--- src/rtl/image_rom_pkg.sv ---
// Shared constants and helpers for the 48x64 RGB444 sprite image ROM and its arbiter.
package image_rom_pkg;

    localparam int IMG_ADDR_W = 12;
    localparam int IMG_DATA_W = 12;
    localparam int IMG_W      = 48;
    localparam int IMG_H      = 64;

    // ROM address is row-major with a 64-wide stride: {y[5:0], x[5:0]}
    function automatic logic [IMG_ADDR_W-1:0] img_addr(input logic [5:0] x, input logic [5:0] y);
        return {y, x};
    endfunction

endpackage

--- src/rtl/image_rom_arbiter_if.sv ---
// Requester-side bus of the image ROM arbiter: request/address in, grant and tagged read data out.
interface image_rom_arbiter_if #(
    parameter int NUM_REQ = 2,
    parameter int ADDR_W  = 12,
    parameter int DATA_W  = 12
);
    logic [NUM_REQ-1:0]        req;
    logic [NUM_REQ*ADDR_W-1:0] addr;
    logic [NUM_REQ-1:0]        gnt;
    logic [NUM_REQ-1:0]        rvalid;
    logic [DATA_W-1:0]         rdata;

    modport master (output req, output addr, input gnt, input rvalid, input rdata);
    modport slave  (input req, input addr, output gnt, output rvalid, output rdata);
endinterface

--- src/rtl/image_rom_arb_pick.sv ---
// Rotate-priority picker: one-hot grant to the first requester found searching upward from start.
module image_rom_arb_pick #(
    parameter int NUM_REQ = 2,
    parameter int IDX_W   = $clog2(NUM_REQ)
) (
    input  logic [NUM_REQ-1:0] req,
    input  logic [IDX_W-1:0]   start,
    output logic [NUM_REQ-1:0] gnt
);
    localparam int SW = IDX_W + 1;

    logic [NUM_REQ-1:0] gnt_s;
    logic [SW-1:0]      sum_s;
    logic               found_s;

    // Walk start, start+1, ... modulo NUM_REQ and take the first asserted request
    always_comb begin
        gnt_s   = '0;
        sum_s   = '0;
        found_s = 1'b0;
        for (int i = 0; i < NUM_REQ; i++) begin
            sum_s = {1'b0, start} + SW'(i);
            if (sum_s >= SW'(NUM_REQ)) begin
                sum_s = sum_s - SW'(NUM_REQ);
            end else begin
                sum_s = sum_s;
            end
            if (!found_s && req[sum_s[IDX_W-1:0]]) begin
                gnt_s[sum_s[IDX_W-1:0]] = 1'b1;
                found_s                 = 1'b1;
            end else begin
                found_s = found_s;
            end
        end
    end

    assign gnt = gnt_s;

endmodule

--- src/rtl/image_rom_arbiter.sv ---
// Arbitrates NUM_REQ requesters onto one registered image ROM; round-robin with bounded bursts.
// Build option IMAGE_ROM_ARB_FIXED_PRIO_EN selects fixed lowest-index priority instead.
module image_rom_arbiter
    import image_rom_pkg::*;
#(
    parameter int NUM_REQ   = 2,
    parameter int MAX_BURST = 4,
    parameter int ADDR_W    = IMG_ADDR_W,
    parameter int DATA_W    = IMG_DATA_W
) (
    input  logic                      clk,
    input  logic                      rst_n,
    image_rom_arbiter_if.slave        bus,
    output logic [ADDR_W-1:0]         rom_addr,
    input  logic [DATA_W-1:0]         rom_rgb
);
    localparam int IDX_W = $clog2(NUM_REQ);

    logic [IDX_W-1:0]   start_s;
    logic [NUM_REQ-1:0] pick_s;
    logic [NUM_REQ-1:0] gnt_s;
    logic [ADDR_W-1:0]  addr_sel_s;
    logic [ADDR_W-1:0]  rom_addr_s;
    logic [ADDR_W-1:0]  rom_addr_r;
    logic [NUM_REQ-1:0] rvalid_r;

    image_rom_arb_pick #(.NUM_REQ(NUM_REQ), .IDX_W(IDX_W)) u_pick (
        .req   (bus.req),
        .start (start_s),
        .gnt   (pick_s)
    );

    // Grant is held off while reset is asserted; address mux ORs the one-hot selection
    always_comb begin
        if (rst_n) begin
            gnt_s = pick_s;
        end else begin
            gnt_s = '0;
        end
        addr_sel_s = '0;
        for (int i = 0; i < NUM_REQ; i++) begin
            addr_sel_s = addr_sel_s | ({ADDR_W{gnt_s[i]}} & bus.addr[i*ADDR_W +: ADDR_W]);
        end
        if (|gnt_s) begin
            rom_addr_s = addr_sel_s;
        end else begin
            rom_addr_s = rom_addr_r;
        end
    end

    // Read tag and last ROM address; an in-flight read is dropped on reset
    always_ff @(posedge clk or negedge rst_n) begin
        if (!rst_n) begin
            rvalid_r   <= '0;
            rom_addr_r <= '0;
        end else begin
            rvalid_r   <= gnt_s;
            rom_addr_r <= rom_addr_s;
        end
    end

`ifdef IMAGE_ROM_ARB_FIXED_PRIO_EN
    assign start_s = '0;
`else
    localparam int BC_W = $clog2(MAX_BURST + 1);

    logic [IDX_W-1:0] holder_r;
    logic [BC_W-1:0]  burst_cnt_r;
    logic             started_r;
    logic             hold_ok_s;
    logic [IDX_W-1:0] gnt_idx_s;

    // started_r keeps the reset-value holder from claiming a burst, so requester 0 wins first
    always_comb begin
        hold_ok_s = started_r && bus.req[holder_r] && (burst_cnt_r < BC_W'(MAX_BURST));
        if (hold_ok_s) begin
            start_s = holder_r;
        end else if (holder_r == IDX_W'(NUM_REQ - 1)) begin
            start_s = '0;
        end else begin
            start_s = holder_r + IDX_W'(1);
        end
        gnt_idx_s = '0;
        for (int i = 0; i < NUM_REQ; i++) begin
            gnt_idx_s = gnt_idx_s | ({IDX_W{gnt_s[i]}} & IDX_W'(i));
        end
    end

    // Holder and burst bookkeeping; an idle cycle ends the current burst
    always_ff @(posedge clk or negedge rst_n) begin
        if (!rst_n) begin
            holder_r    <= IDX_W'(NUM_REQ - 1);
            burst_cnt_r <= '0;
            started_r   <= 1'b0;
        end else if (|gnt_s) begin
            started_r <= 1'b1;
            if (gnt_idx_s == holder_r) begin
                if (burst_cnt_r != BC_W'(MAX_BURST)) begin
                    burst_cnt_r <= burst_cnt_r + BC_W'(1);
                end else begin
                    burst_cnt_r <= burst_cnt_r;
                end
            end else begin
                holder_r    <= gnt_idx_s;
                burst_cnt_r <= BC_W'(1);
            end
        end else begin
            burst_cnt_r <= '0;
        end
    end
`endif

    assign rom_addr   = rom_addr_s;
    assign bus.gnt    = gnt_s;
    assign bus.rvalid = rvalid_r;
    assign bus.rdata  = rom_rgb;

endmodule
--- src/flat_wrapper.sv ---
// flat-port wrapper written by rule: the top's interface ports become plain ports
module image_rom_arbiter_flat import image_rom_pkg::*;
#(
    parameter int NUM_REQ   = 2,
    parameter int MAX_BURST = 4,
    parameter int ADDR_W    = IMG_ADDR_W,
    parameter int DATA_W    = IMG_DATA_W
)
  (clk, rst_n, rom_addr, rom_rgb, bus_req, bus_addr, bus_gnt, bus_rvalid, bus_rdata);
  image_rom_arbiter_if #(.NUM_REQ(NUM_REQ), .ADDR_W(ADDR_W), .DATA_W(DATA_W)) bus_i ();
  input  logic clk;
  input  logic rst_n;
  output logic [ADDR_W-1:0] rom_addr;
  input  logic [DATA_W-1:0] rom_rgb;
  input wire logic [$bits(bus_i.req)-1:0] bus_req;
  input wire logic [$bits(bus_i.addr)-1:0] bus_addr;
  output wire logic [$bits(bus_i.gnt)-1:0] bus_gnt;
  output wire logic [$bits(bus_i.rvalid)-1:0] bus_rvalid;
  output wire logic [$bits(bus_i.rdata)-1:0] bus_rdata;
  assign bus_i.req = bus_req;
  assign bus_i.addr = bus_addr;
  assign bus_gnt = bus_i.gnt;
  assign bus_rvalid = bus_i.rvalid;
  assign bus_rdata = bus_i.rdata;
  image_rom_arbiter #(.NUM_REQ(NUM_REQ), .MAX_BURST(MAX_BURST), .ADDR_W(ADDR_W), .DATA_W(DATA_W)) u_core (.clk(clk), .rst_n(rst_n), .bus(bus_i), .rom_addr(rom_addr), .rom_rgb(rom_rgb));
endmodule
--- config.mk ---
export PLATFORM = sky130hd
export DESIGN_NAME = image_rom_arbiter_flat
export DESIGN_NICKNAME = d
export VERILOG_FILES = /design/src/rtl/image_rom_pkg.sv /design/src/rtl/image_rom_arbiter_if.sv /design/src/rtl/image_rom_arb_pick.sv /design/src/rtl/image_rom_arbiter.sv /design/src/flat_wrapper.sv
export SDC_FILE = /design/constraint.sdc
export NUM_CORES = 1
export LEC_CHECK = 0
export CELL_PAD_IN_SITES_DETAIL_PLACEMENT = 0
export CELL_PAD_IN_SITES_GLOBAL_PLACEMENT = 1
export CORE_MARGIN = 5
export CORE_UTILIZATION = 33
export DETAILED_ROUTE_END_ITERATION = 10
export PLACE_DENSITY_LB_ADDON = 0.2
export SYNTH_ARGS = -nofsm -noshare
export SYNTH_HDL_FRONTEND = slang
export SYNTH_SLANG_ARGS = --single-unit
--- constraint.sdc ---
create_clock -name clk -period 3.7 [get_ports clk]
set_clock_uncertainty 0.1 [all_clocks]
set_input_delay 0.555 -clock clk [delete_from_list [all_inputs] [get_ports clk]]
set_output_delay 0.555 -clock clk [all_outputs]
set_load 0.02 [all_outputs]
Word level (Yosys, flattened, before mapping)
Cells that the tools add are included.
{ "word_totals": {"ff_bits": 19, "latch_bits": 0, "ram_bits": 0, "rom_bits": 0, "mem_count": 0} }
{ "op_classes": {"add_sub_neg": 5, "n_mul": 0, "div": 0, "magnitude_cmp": 8, "n_eq_ne": 3, "shift": 0, "n_mux": 22, "bitwise": 5, "n_reduce_logical": 8} }
{ "op_table": {"columns": ["op", "n"], "rows": [
  ["12-bit bitwise AND", 2],
  ["1-bit two-way mux", 13],
  ["12-bit two-way mux", 1],
  ["12-bit bitwise OR", 1],
  ["3-bit two-way mux", 3],
  ["1-bit by 2-bit less-than comparator with 1-bit output (second input constant)", 3],
  ["2-bit two-way mux", 3],
  ["3-bit inequality test (second input constant)", 2],
  ["1-bit logical AND", 5],
  ["3-bit by 1-bit adder with 3-bit output (second input constant)", 1],
  ["3-bit less-than comparator (second input constant)", 1],
  ["1-bit by 1-bit adder with 2-bit output (second input constant)", 1],
  ["1-bit demux with 1-bit select", 2],
  ["1-bit >= comparator (second input constant)", 2],
  ["1-bit by 2-bit >= comparator with 1-bit output (second input constant)", 1],
  ["2-bit >= comparator (second input constant)", 1],
  ["2-bit bitwise OR", 1],
  ["2-bit AND reduction", 1],
  ["2-bit OR reduction", 1],
  ["1-bit subtractor (second input constant)", 2],
  ["1-bit adder (second input constant)", 1],
  ["1-bit == test", 1],
  ["1-bit logical NOT", 1],
  ["1-bit inverter", 1]
]} }

Longest topological paths before layout
Gate-level depths: netlist of the first run.
{ "logic_depth": {"ltp_word": 18, "depth_mapped": 5} }

Modules after synthesis
Synthesis of the first run repeated with hierarchy kept, for this count alone.
{ "hier_totals": {"hier_cells": 89, "hier_area_um2": 997.2} }
{ "by_module_without_submodules": {"columns": ["module", "n_inst", "cells_each", "area_each_um2", "seq_area_each_um2"], "rows": [
  ["image_rom_arbiter", 1, 86, 978.4, 476.7],
  ["image_rom_arb_pick", 1, 3, 18.8, 0.0]
]} }

Least setup slack after synthesis of the first run
No wires, ideal clock.
{ "synth_timing": {"path_kind": "in2out", "startpoint": "input bus_req[0]", "endpoint": "output rom_addr[4]", "arrival_ns": 1.495, "path_slack_ns": 1.550, "stages": 5, "n_path_buf": 2, "path_cell_list": "buf_4 > and2_1 > buf_2 > nand2_1 > o221ai_1"} }
{ "synth_between": {"elab_chain_len": 18, "elab_cells_between_ends": 38, "cone_classes": "3 x add/sub; 6 x order compare; 18 x mux; 4 x bitwise; 7 x reduce/logical"} }
{ "synth_lines": {"columns": ["item", "line_no", "rtl"], "rows": [
  ["start: declaration", "flat_wrapper.sv:15", "input wire logic [$bits(bus_i.req)-1:0] bus_req;"],
  ["1-bit two-way mux (not written as such) (2 in series)", "image_rom_arbiter.sv:75", "hold_ok_s = started_r && bus.req[holder_r] && (burst_cnt_r < BC_W'(MAX_BURST));"],
  ["1-bit logical AND (2 in series)", "image_rom_arbiter.sv:75", null],
  ["1-bit two-way mux", "image_rom_arbiter.sv:76", "if (hold_ok_s) begin"],
  ["1-bit by 1-bit adder with 2-bit output, or another cell as far along", "image_rom_arb_pick.sv:22", "sum_s = {1'b0, start} + SW'(i);"],
  ["2-bit >= comparator, or another cell as far along", "image_rom_arb_pick.sv:23", "if (sum_s >= SW'(NUM_REQ)) begin"],
  ["1-bit two-way mux, or another cell as far along", "image_rom_arb_pick.sv:23", null],
  ["1-bit by 2-bit less-than comparator with 1-bit output (not written as such), or another cell as far along", "image_rom_arb_pick.sv:29", "gnt_s[sum_s[IDX_W-1:0]] = 1'b1;"],
  ["1-bit logical AND (not written as such) / 1-bit two-way mux (equally long branches)", "image_rom_arb_pick.sv:29", null],
  ["1-bit two-way mux (not written as such) / 1-bit demux with 1-bit select (equally long branches)", "image_rom_arb_pick.sv:29", null],
  ["1-bit demux with 1-bit select / 2-bit two-way mux (equally long branches)", "image_rom_arb_pick.sv:29, image_rom_arb_pick.sv:28", null],
  ["2-bit bitwise OR (no line)", null, null],
  ["2-bit two-way mux *", "image_rom_arb_pick.sv:28", "if (!found_s && req[sum_s[IDX_W-1:0]]) begin"],
  ["2-bit two-way mux *", "image_rom_arbiter.sv:35", "if (rst_n) begin"],
  ["12-bit bitwise AND", "image_rom_arbiter.sv:42", "addr_sel_s = addr_sel_s | ({ADDR_W{gnt_s[i]}} & bus.addr[i*ADDR_W +: ADDR_W]);"],
  ["12-bit bitwise OR", "image_rom_arbiter.sv:42", null],
  ["12-bit two-way mux *", "image_rom_arbiter.sv:44", "if (|gnt_s) begin"],
  ["end: declaration", "flat_wrapper.sv:13", "output logic [ADDR_W-1:0] rom_addr;"]
]} }
Every way passes the cells marked *; elsewhere a longest branch is shown, timed or not. The select of a mux whose other input is x is not followed.

Worst setup path in the final report of the first run
{ "layout_timing": {"startpoint": "input bus_req[0]", "endpoint": "output rom_addr[7]"} }
Same word-level chain as after synthesis.

==> impl_metrics.env, run 1 <==
export IMPL_startpoint_type="input pin"
export IMPL_cts_tree="done"
export IMPL_drive_gt1_share_pct=18.4
export IMPL_clock_fmax_mhz=290
export IMPL_wire_per_inst_um=16.2
export IMPL_grt_pass1_vias=1259
export IMPL_max_cap_violations=0
export IMPL_synth_area_leaders="dfrtp_1, a221oi_2, o221ai_2"
export IMPL_crit_type="input pin to primary output"
export IMPL_syn_area_um2=1510
export IMPL_numCtsBuffers=3
export IMPL_fin_nets=222
export IMPL_finalCriticalPeriod_ps=3450
export IMPL_cts_sinks=19
export IMPL_vias_per_cell=5.17
export IMPL_timing_slew_headroom_pct=62.2
export IMPL_power_leakage_nw=0.753
export IMPL_dieArea_um2=6010
export IMPL_instances_no_fill=231
export IMPL_drt_iter0_markers=39
export IMPL_worst_pin_slew_ps=567
export IMPL_synth_fp_nets=194
export IMPL_drt_total_wl_um=3750
export IMPL_antenna_left=0
export IMPL_antenna_found_initial=0
export IMPL_peakVddDrop_mv=0.175
export IMPL_reg2reg_slack_ps=1830
export IMPL_route_detailed_drc=0
export IMPL_path_buf_inv=3
export IMPL_reg2reg_from="u_core.burst_cnt_r[2]$_DFFE_PN0P_"
export IMPL_synth_top_area_share_pct=29.9
export IMPL_dp_slack_ps=249
export IMPL_synthDistinctLibCells=31
export IMPL_hold_violations=0
export IMPL_cpMostUsedCell="clkdlybuf4s50_1"
export IMPL_drt_pass1_iterations=6
export IMPL_cp_arrival_ps=2800
export IMPL_diodes=0
export IMPL_cts_root_buf="clkbuf_8"
export IMPL_htreeDepth=1
export IMPL_crit_family="buffers and inverters"
export IMPL_holdWs_ps=125
export IMPL_fin_crit_sh_pct=93.3
export IMPL_vias=1194
export IMPL_drv_slew=0
export IMPL_track_usage_pct=12.9
export IMPL_cp_max_fo=11
export IMPL_end_kind="primary output"
export IMPL_gr_total_overflow=0
export IMPL_netlist_top_cell_by_area="dfrtp_1"
export IMPL_ys_seq_area_share_pct=31.7
export IMPL_place_inst=227
export IMPL_r2r_end="u_core.rom_addr_r[7]$_DFF_PN0_"
export IMPL_cts_buffer_depth=2
export IMPL_start_util_pct=34.3
export IMPL_clock_latency_ps=250
export IMPL_fp_dieH_um=77.5
export IMPL_crit_required_ps=3040
export IMPL_ys_seq_elements=19
export IMPL_hp_class="input pin to async pin"
export IMPL_grt_max_degree=32
export IMPL_path_cells="clkdlybuf4s50_1 -> nand4bb_1 -> o2111ai_4 -> buf_4 -> o221ai_2 -> clkdlybuf4s50_1"
export IMPL_path_clk_slew_ps=70
export IMPL_finalSetupViolCount=0
export IMPL_max_stage_delay_ps=660
export IMPL_core_area_um2=4380
export IMPL_fillers=409
export IMPL_io_buffers=43
export IMPL_cts_resized=0
export IMPL_grt_pass1_wl_um=6440
export IMPL_area_delta_synth_final_pct=26.2
export IMPL_finalSetupTns_ps=0
export IMPL_rsz0062_at_grt="false"
export IMPL_status="complete, no violations"
export IMPL_cts_hold_buf=0
export IMPL_yosysWarnings=0
export IMPL_num_io_pins=68
export IMPL_powerDensity_nw_per_um2=376
export IMPL_rows=24
export IMPL_critPathSlowestCell="clkdlybuf4s50_1"
export IMPL_final_util_pct=43.3
export IMPL_place_hpwl_um=2800
export IMPL_synthCells=152
export IMPL_syn_area_per_cell_um2=9.90
export IMPL_cts_setup_buffers=0
export IMPL_finalWorstSetupSlack_ps=247
export IMPL_die_width_um=77.5
export IMPL_rr_worst_depth=4
export IMPL_gp_congestion=0.801
==> per-stage QoR <==
stage | instance area [µm²] | total power, mW
2_1_floorplan | 1510 | 0.474
3_3_place_gp | 1850 | 0.568
3_5_place_dp | 1850 | 0.575
4_1_cts | 1900 | 0.730
5_1_grt | 1900 | 0.759
6_report | 1900 | 0.715
==> layer usage <==
layer	vias to the layer above	wire length, µm	global-route usage (%)
met1	580	1580	16.5
met4	0	18	1.72
met5	-	0	0
li1	572	-	-
met2	40	1910	21.7
met3	2	241	4.17
==> area by class of cell <==
type / count / area (µm²) / area share (%)
Multi-Input combinational cell: 93 / 785 / 41.3
Sequential cell: 19 / 477 / 25.1
Timing Repair Buffer: 47 / 468 / 24.6
Tap cell: 52 / 65.1 / 3.43
Inverter: 16 / 60.1 / 3.16
Clock buffer: 4 / 45.0 / 2.37
==> kinds of logic (layout without fill, tap and decap cells) <==
family	Yosys count	count (layout)	share of synthesized area (%)
mux	1	1	0.665
buf+inv	40	67	16.2
flops	19	19	31.7
xor+xnor	2	2	2.41
compound gates	34	34	27.9
simple gates	54	54	19.5
fa+ha+maj	2	2	1.66
==> placed cells by master (no fill, tap or decap), types with 2 or more instances in the layout <==
master and count:
clkbuf_8 3, a221oi_1 2, nor2b_1 14, ha_1 2
o221ai_1 4, o221ai_2 9, inv_1 16, nand2_1 17
clkdlybuf4s50_1 42, buf_4 3, a221oi_2 10, dfrtp_1 18
nor2_1 3, a21oi_1 4, and2_1 14
==> state kept, by name (all words and copies together) (netlist names) <==
register	count
u_core.rom_addr_r	12
u_core.burst_cnt_r	3
u_core.bus.rvalid	2
u_core.holder_r	1
u_core.started_r	1
==> synth_stat cells (all sizes together) <==
library cell  instances
a211oi                1
a21o                  1
a21oi                 4
a221o                 1
a221oi               12
and2                 14
buf                  23
clkbuf                1
dfrtp                18
dfstp                 1
ha                    2
inv                  16
mux2i                 1
nand2                17
nand2b                1
nand3                 1
nand4bb               1
nor2                  3
nor2b                15
nor3                  1
o2111ai               1
o221ai               13
o311a                 1
or2                   1
xnor2                 2
==> power breakdown <==
group	internal, mW	switching [mW]	total [mW]
sequential	0.243	0.0261	0.269
combinational	0.153	0.147	0.299
clock	0.0765	0.0697	0.146
total	0.472	0.243	0.715
==> worst max path at each step <==
| stage | depth (start not counted) | end | start |
|---|---|---|---|
| after global placement | 6 | rom_addr[7] | bus_req[0] |
| after detailed placement | 6 | rom_addr[7] | bus_req[0] |
| after CTS | 6 | rom_addr[7] | bus_req[0] |
| after floorplan | 5 | rom_addr[4] | bus_req[0] |
| final | 6 | rom_addr[7] | bus_req[0] |
| after global routing | 5 | rom_addr[4] | bus_req[0] |
(Power assumes the default switching activity.)
==> run 2, diff against run 1 <==
--- a/config.mk
+++ b/config.mk
@@ -8,9 +8,10 @@
 export CELL_PAD_IN_SITES_DETAIL_PLACEMENT = 0
 export CELL_PAD_IN_SITES_GLOBAL_PLACEMENT = 1
 export CORE_MARGIN = 5
-export CORE_UTILIZATION = 33
+export CORE_UTILIZATION = 28
 export DETAILED_ROUTE_END_ITERATION = 10
 export PLACE_DENSITY_LB_ADDON = 0.2
 export SYNTH_ARGS = -nofsm -noshare
 export SYNTH_HDL_FRONTEND = slang
 export SYNTH_SLANG_ARGS = --single-unit
+export TNS_END_PERCENT = 10
==> constraint.sdc (replaced) <==
create_clock -name clk -period 3.15 [get_ports clk]
set_clock_uncertainty 0.1 [all_clocks]
set_input_delay 0.4725 -clock clk [delete_from_list [all_inputs] [get_ports clk]]
set_output_delay 0.4725 -clock clk [all_outputs]
set_load 0.02 [all_outputs]
==> impl_metrics.env, run 2 (synthesized netlist as in run 1, its figures left out) <==
export IMPL_status="complete, no violations"
export IMPL_wire_per_inst_um=14.2
export IMPL_die_width_um=83.3
export IMPL_gp_congestion=0.724
export IMPL_finalSetupTns_ps=0
export IMPL_drt_iter0_markers=37
export IMPL_htreeDepth=1
export IMPL_reg2reg_from="u_core.burst_cnt_r[2]$_DFFE_PN0P_"
export IMPL_gr_total_overflow=0
export IMPL_antenna_found_initial=0
export IMPL_finalSetupViolCount=0
export IMPL_num_io_pins=68
export IMPL_rr_worst_depth=4
export IMPL_max_stage_delay_ps=660
export IMPL_highest_signal_layer="met4"
export IMPL_final_cell_mix="clkdlybuf4s50_1, dfrtp_1, nand2_1"
export IMPL_clock_fmax_mhz=329
export IMPL_fp_dieH_um=83.3
export IMPL_critPathLaunch="bus_req[0]"
export IMPL_numCtsBuffers=3
export IMPL_vias_per_cell=4.67
export IMPL_io_buffers=43
export IMPL_worst_pin_slew_ps=583
export IMPL_cp_max_fo=13
export IMPL_start_util_pct=29.1
export IMPL_cts_buffer_depth=2
export IMPL_track_usage_pct=10.7
export IMPL_vias=1195
export IMPL_routed_wl_met3_um=255
export IMPL_cts_root_buf="clkbuf_8"
export IMPL_area_delta_synth_final_pct=33.0
export IMPL_rows=26
export IMPL_pwr_share_seq_pct=37.0
export IMPL_grt_pass1_wl_um=6300
export IMPL_drive_gt1_share_pct=22.0
export IMPL_finalCriticalPeriod_ps=3040
export IMPL_regMostFlops="u_core.rom_addr_r"
export IMPL_instances_no_fill=256
export IMPL_critPathSlowestCell="clkdlybuf4s50_1"
export IMPL_wl_met2_um=1710
export IMPL_drt_met1_wl_um=1650
export IMPL_path_clk_slew_ps=80
export IMPL_place_inst=252
export IMPL_grt_max_degree=26
export IMPL_fin_nets=229
export IMPL_p_int_mw=0.564
export IMPL_hp_class="input pin to async pin"
export IMPL_rsz0062_at_grt="false"
export IMPL_antenna_left=0
export IMPL_cts_resized=0
export IMPL_grt_pass1_vias=1238
export IMPL_clock_latency_ps=250
export IMPL_route_detailed_drc=0
export IMPL_cts_sinks=19
export IMPL_p_sw_share_pct=33.8
export IMPL_max_cap_violations=0
export IMPL_holdWs_ps=66.2
export IMPL_largest_reg_flops=12
export IMPL_drt_pass1_iterations=4
export IMPL_power_leakage_nw=0.798
export IMPL_fin_crit_sh_pct=96.6
export IMPL_core_area_um2=5170
export IMPL_end_kind="primary output"
export IMPL_clkPwrFrac_pct=20.4
export IMPL_place_hpwl_um=2670
export IMPL_cts_tree="done"
export IMPL_timing_slew_headroom_pct=61.2
export IMPL_drt_total_wl_um=3630
export IMPL_hold_violations=0
export IMPL_cp_arrival_ps=2470
export IMPL_cts_hold_buf=0
export IMPL_powerDensity_nw_per_um2=425
export IMPL_p_sw_mw=0.287
export IMPL_drv_slew=0
export IMPL_dieArea_um2=6940
export IMPL_diodes=0
export IMPL_crit_type="input pin to primary output"
export IMPL_pwr_share_comb_pct=42.6
export IMPL_crit_required_ps=2580
export IMPL_cpMostUsedCell="clkdlybuf4s50_1"
export IMPL_peakVddDrop_mv=0.143
export IMPL_startpoint_type="input pin"
export IMPL_path_cells="clkdlybuf4s50_1 -> buf_4 -> nand4bb_1 -> o2111ai_4 -> buf_12 -> o221ai_1 -> clkdlybuf4s50_1"
export IMPL_cts_setup_buffers=0
export IMPL_final_common_cell="clkdlybuf4s50_1"
## run 2: area by class of cell
type | instances | area, µm²
multi-input combinational | 93 | 787
timing repair buffer | 54 | 546
tap | 70 | 87.6
sequential | 19 | 477
clock buffer | 4 | 45.0
fill | 532 | 3170
inverter | 16 | 60.1
## run 2: path summary, 6_finish.rpt
kind | to | slack [ps]
setup / recovery | rom_addr[6] | 110
min in group clk | u_core.started_r$_DFFE_PN0P_ | 400
setup reg to reg | u_core.rom_addr_r[6]$_DFF_PN0_ | 1450
hold reg to reg | u_core.started_r$_DFFE_PN0P_ | 400
hold / removal | u_core.rom_addr_r[1]$_DFF_PN0_ | 70
max in group asynchronous | u_core.rom_addr_r[10]$_DFF_PN0_ | 2420
## run 2: critical path: cells and delay by family
kind	cells	cell delay, ps
and+or+nand+nor	1	150
buffers and inverters	4	1450
AOI/OAI and AO/OA	2	390
## run 2: per-layer routing
layer  global-route usage (%)  up-vias
met2                     17.3       38
li1                         -      587
met3                     2.97        4
met5                        0        -
met4                     2.08        0
met1                     14.4      566
## run 2: power groups by stage
stage	sequential [mW]	clock (mW)	combinational (mW)
after global placement	0.317	0	0.364
after global routing	0.320	0.195	0.392
after CTS	0.315	0.186	0.369
final	0.315	0.174	0.363
after floorplan	0.309	0	0.248
after detailed placement	0.320	0	0.367
## run 2: per-stage QoR
stage	setup slack [ps]	utilization (%)	area, µm²	total power, mW
CTS	66.0	38.7	2000	0.870
floorplan	1140	-	1510	0.556
global placement	60.9	37.8	1950	0.681
detailed placement	62.5	37.8	1950	0.686
global route	26.6	38.7	2000	0.907
finish	106	38.7	2000	0.852
==> run 3, diff against run 2 <==
--- a/config.mk
+++ b/config.mk
@@ -9,8 +9,10 @@
 export CELL_PAD_IN_SITES_GLOBAL_PLACEMENT = 1
 export CORE_MARGIN = 5
 export CORE_UTILIZATION = 28
+export CTS_CLUSTER_DIAMETER = 40
 export DETAILED_ROUTE_END_ITERATION = 10
 export PLACE_DENSITY_LB_ADDON = 0.2
+export RECOVER_POWER = 25
 export SYNTH_ARGS = -nofsm -noshare
 export SYNTH_HDL_FRONTEND = slang
 export SYNTH_SLANG_ARGS = --single-unit
==> impl_metrics.env, run 3 (synthesized netlist as in run 1, its figures left out) <==
export IMPL_status="complete, no violations"
export IMPL_cts_sinks=19
export IMPL_p_sw_share_pct=33.8
export IMPL_drive_gt1_share_pct=21.5
export IMPL_power_leakage_nw=0.794
export IMPL_cp_max_fo=13
export IMPL_grt_pass1_wl_um=6300
export IMPL_cts_root_buf="clkbuf_8"
export IMPL_drv_slew=0
export IMPL_clock_fmax_mhz=328
export IMPL_fin_crit_sh_pct=96.6
export IMPL_wire_per_inst_um=14.2
export IMPL_largest_reg_flops=12
export IMPL_place_hpwl_um=2670
export IMPL_worst_pin_slew_ps=583
export IMPL_route_detailed_drc=0
export IMPL_clkPwrFrac_pct=20.4
export IMPL_dieArea_um2=6940
export IMPL_rows=26
export IMPL_antenna_found_initial=0
export IMPL_regMostFlops="u_core.rom_addr_r"
export IMPL_startpoint_type="input pin"
export IMPL_antenna_left=0
export IMPL_peakVddDrop_mv=0.143
export IMPL_cts_setup_buffers=0
export IMPL_max_cap_violations=0
export IMPL_gp_congestion=0.724
export IMPL_pwr_share_seq_pct=37.1
export IMPL_fin_nets=229
export IMPL_timing_slew_headroom_pct=61.2
export IMPL_start_util_pct=29.1
export IMPL_crit_required_ps=2580
export IMPL_drt_total_wl_um=3630
export IMPL_diodes=0
export IMPL_drt_iter0_markers=39
export IMPL_fp_dieH_um=83.3
export IMPL_cpMostUsedCell="clkdlybuf4s50_1"
export IMPL_drt_pass1_iterations=4
export IMPL_die_width_um=83.3
export IMPL_finalSetupViolCount=0
export IMPL_gr_total_overflow=0
export IMPL_finalWorstSetupSlack_ps=106
export IMPL_crit_type="input pin to primary output"
export IMPL_vias_per_cell=4.68
export IMPL_grt_max_degree=26
export IMPL_finalSetupTns_ps=0
export IMPL_p_int_mw=0.564
export IMPL_area_delta_synth_final_pct=32.8
export IMPL_p_total_mw=0.851
export IMPL_holdWs_ps=65.5
export IMPL_core_area_um2=5170
export IMPL_numCtsBuffers=3
export IMPL_final_cell_mix="clkdlybuf4s50_1, dfrtp_1, nand2_1"
export IMPL_powerDensity_nw_per_um2=426
export IMPL_dp_slack_ps=62.5
export IMPL_grt_pass1_vias=1238
export IMPL_vias=1198
export IMPL_pwr_share_comb_pct=42.6
export IMPL_max_stage_delay_ps=660
export IMPL_clock_latency_ps=250
export IMPL_fillers=534
export IMPL_hold_violations=0
export IMPL_p_sw_mw=0.287
export IMPL_htreeDepth=1
export IMPL_end_kind="primary output"
export IMPL_final_common_cell="clkdlybuf4s50_1"
export IMPL_cts_buffer_depth=2
export IMPL_critPathSlowestCell="clkdlybuf4s50_1"
export IMPL_io_buffers=43
export IMPL_rsz0062_at_grt="false"
export IMPL_path_cells="clkdlybuf4s50_1 -> buf_4 -> nand4bb_1 -> o2111ai_4 -> buf_12 -> o221ai_1 -> clkdlybuf4s50_1"
export IMPL_track_usage_pct=10.7
export IMPL_num_io_pins=68
export IMPL_cts_tree="done"
export IMPL_finalCriticalPeriod_ps=3040
export IMPL_hp_class="input pin to async pin"
export IMPL_cp_arrival_ps=2470
export IMPL_path_clk_slew_ps=80
## run 3: changes by cell type in the layout (fill, tap and decap cells not counted)
cell	change
buf_4	-1
clkbuf_1	+1
## run 3: cell type report
class	instances	area, µm²	share of cell area [%]
clock buffers	4	45.0	2.25
well taps	70	87.6	4.38
flip-flops and latches	19	477	23.9
inverters	16	60.1	3.01
repair buffers	54	542	27.1
multi-input cells	93	787	39.4
## run 3: layer usage
layer / GRT usage (%) / vias to the layer above / share of wire (%)
met4: 2.08 / 0 / 0.52
met5: 0 / - / 0
met3: 2.97 / 4 / 6.9
met1: 14.4 / 571 / 45
met2: 17.3 / 36 / 47
li1: - / 587 / -
## run 3: what timing repair did
| item | 4_1_cts | 5_1_grt |
|---|---|---|
| setup endpoints to repair | 0 | 1 |
| gates resized for setup | 0 | 1 |
| hold buffers | 0 | 0 |
## run 3: final timing paths
check,cells past startpoint,slack (ps),end,startpoint
max,7,110,rom_addr[6],bus_req[0]
min,1,70,u_core.rom_addr_r[1]$_DFF_PN0_,rst_n
max reg2reg,4,1450,u_core.rom_addr_r[6]$_DFF_PN0_,u_core.burst_cnt_r[2]$_DFFE_PN0P_
min reg2reg,1,410,u_core.started_r$_DFFE_PN0P_,u_core.started_r$_DFFE_PN0P_
max in group asynchronous,2,2310,u_core.bus.rvalid[0]$_DFF_PN0_,rst_n
min in group clk,1,410,u_core.started_r$_DFFE_PN0P_,u_core.started_r$_DFFE_PN0P_
## run 3: critical path, delay by kind of cell
kind	cells	cell delay [ps]
AOI/OAI and AO/OA	2	390
and+or+nand+nor	1	150
buffers and inverters	4	1450
## run 3: per-stage QoR
| stage | instance area [µm²] | util [%] | std cells |
|---|---|---|---|
| 2_1_floorplan | 1510 | - | 152 |
| 3_3_place_gp | 1950 | 37.8 | 252 |
| 3_5_place_dp | 1950 | 37.8 | 252 |
| 4_1_cts | 2000 | 38.7 | 256 |
| 5_1_grt | 2000 | 38.6 | 256 |
| 6_report | 2000 | 38.6 | 256 |
## run 3: power by group through the flow
stage               clock network (mW)  registers, mW  logic [mW]
floorplan                            0          0.309       0.248
global placement                     0          0.317       0.364
detailed placement                   0          0.320       0.367
CTS                              0.186          0.315       0.369
global route                     0.195          0.320       0.392
finish                           0.173          0.315       0.362
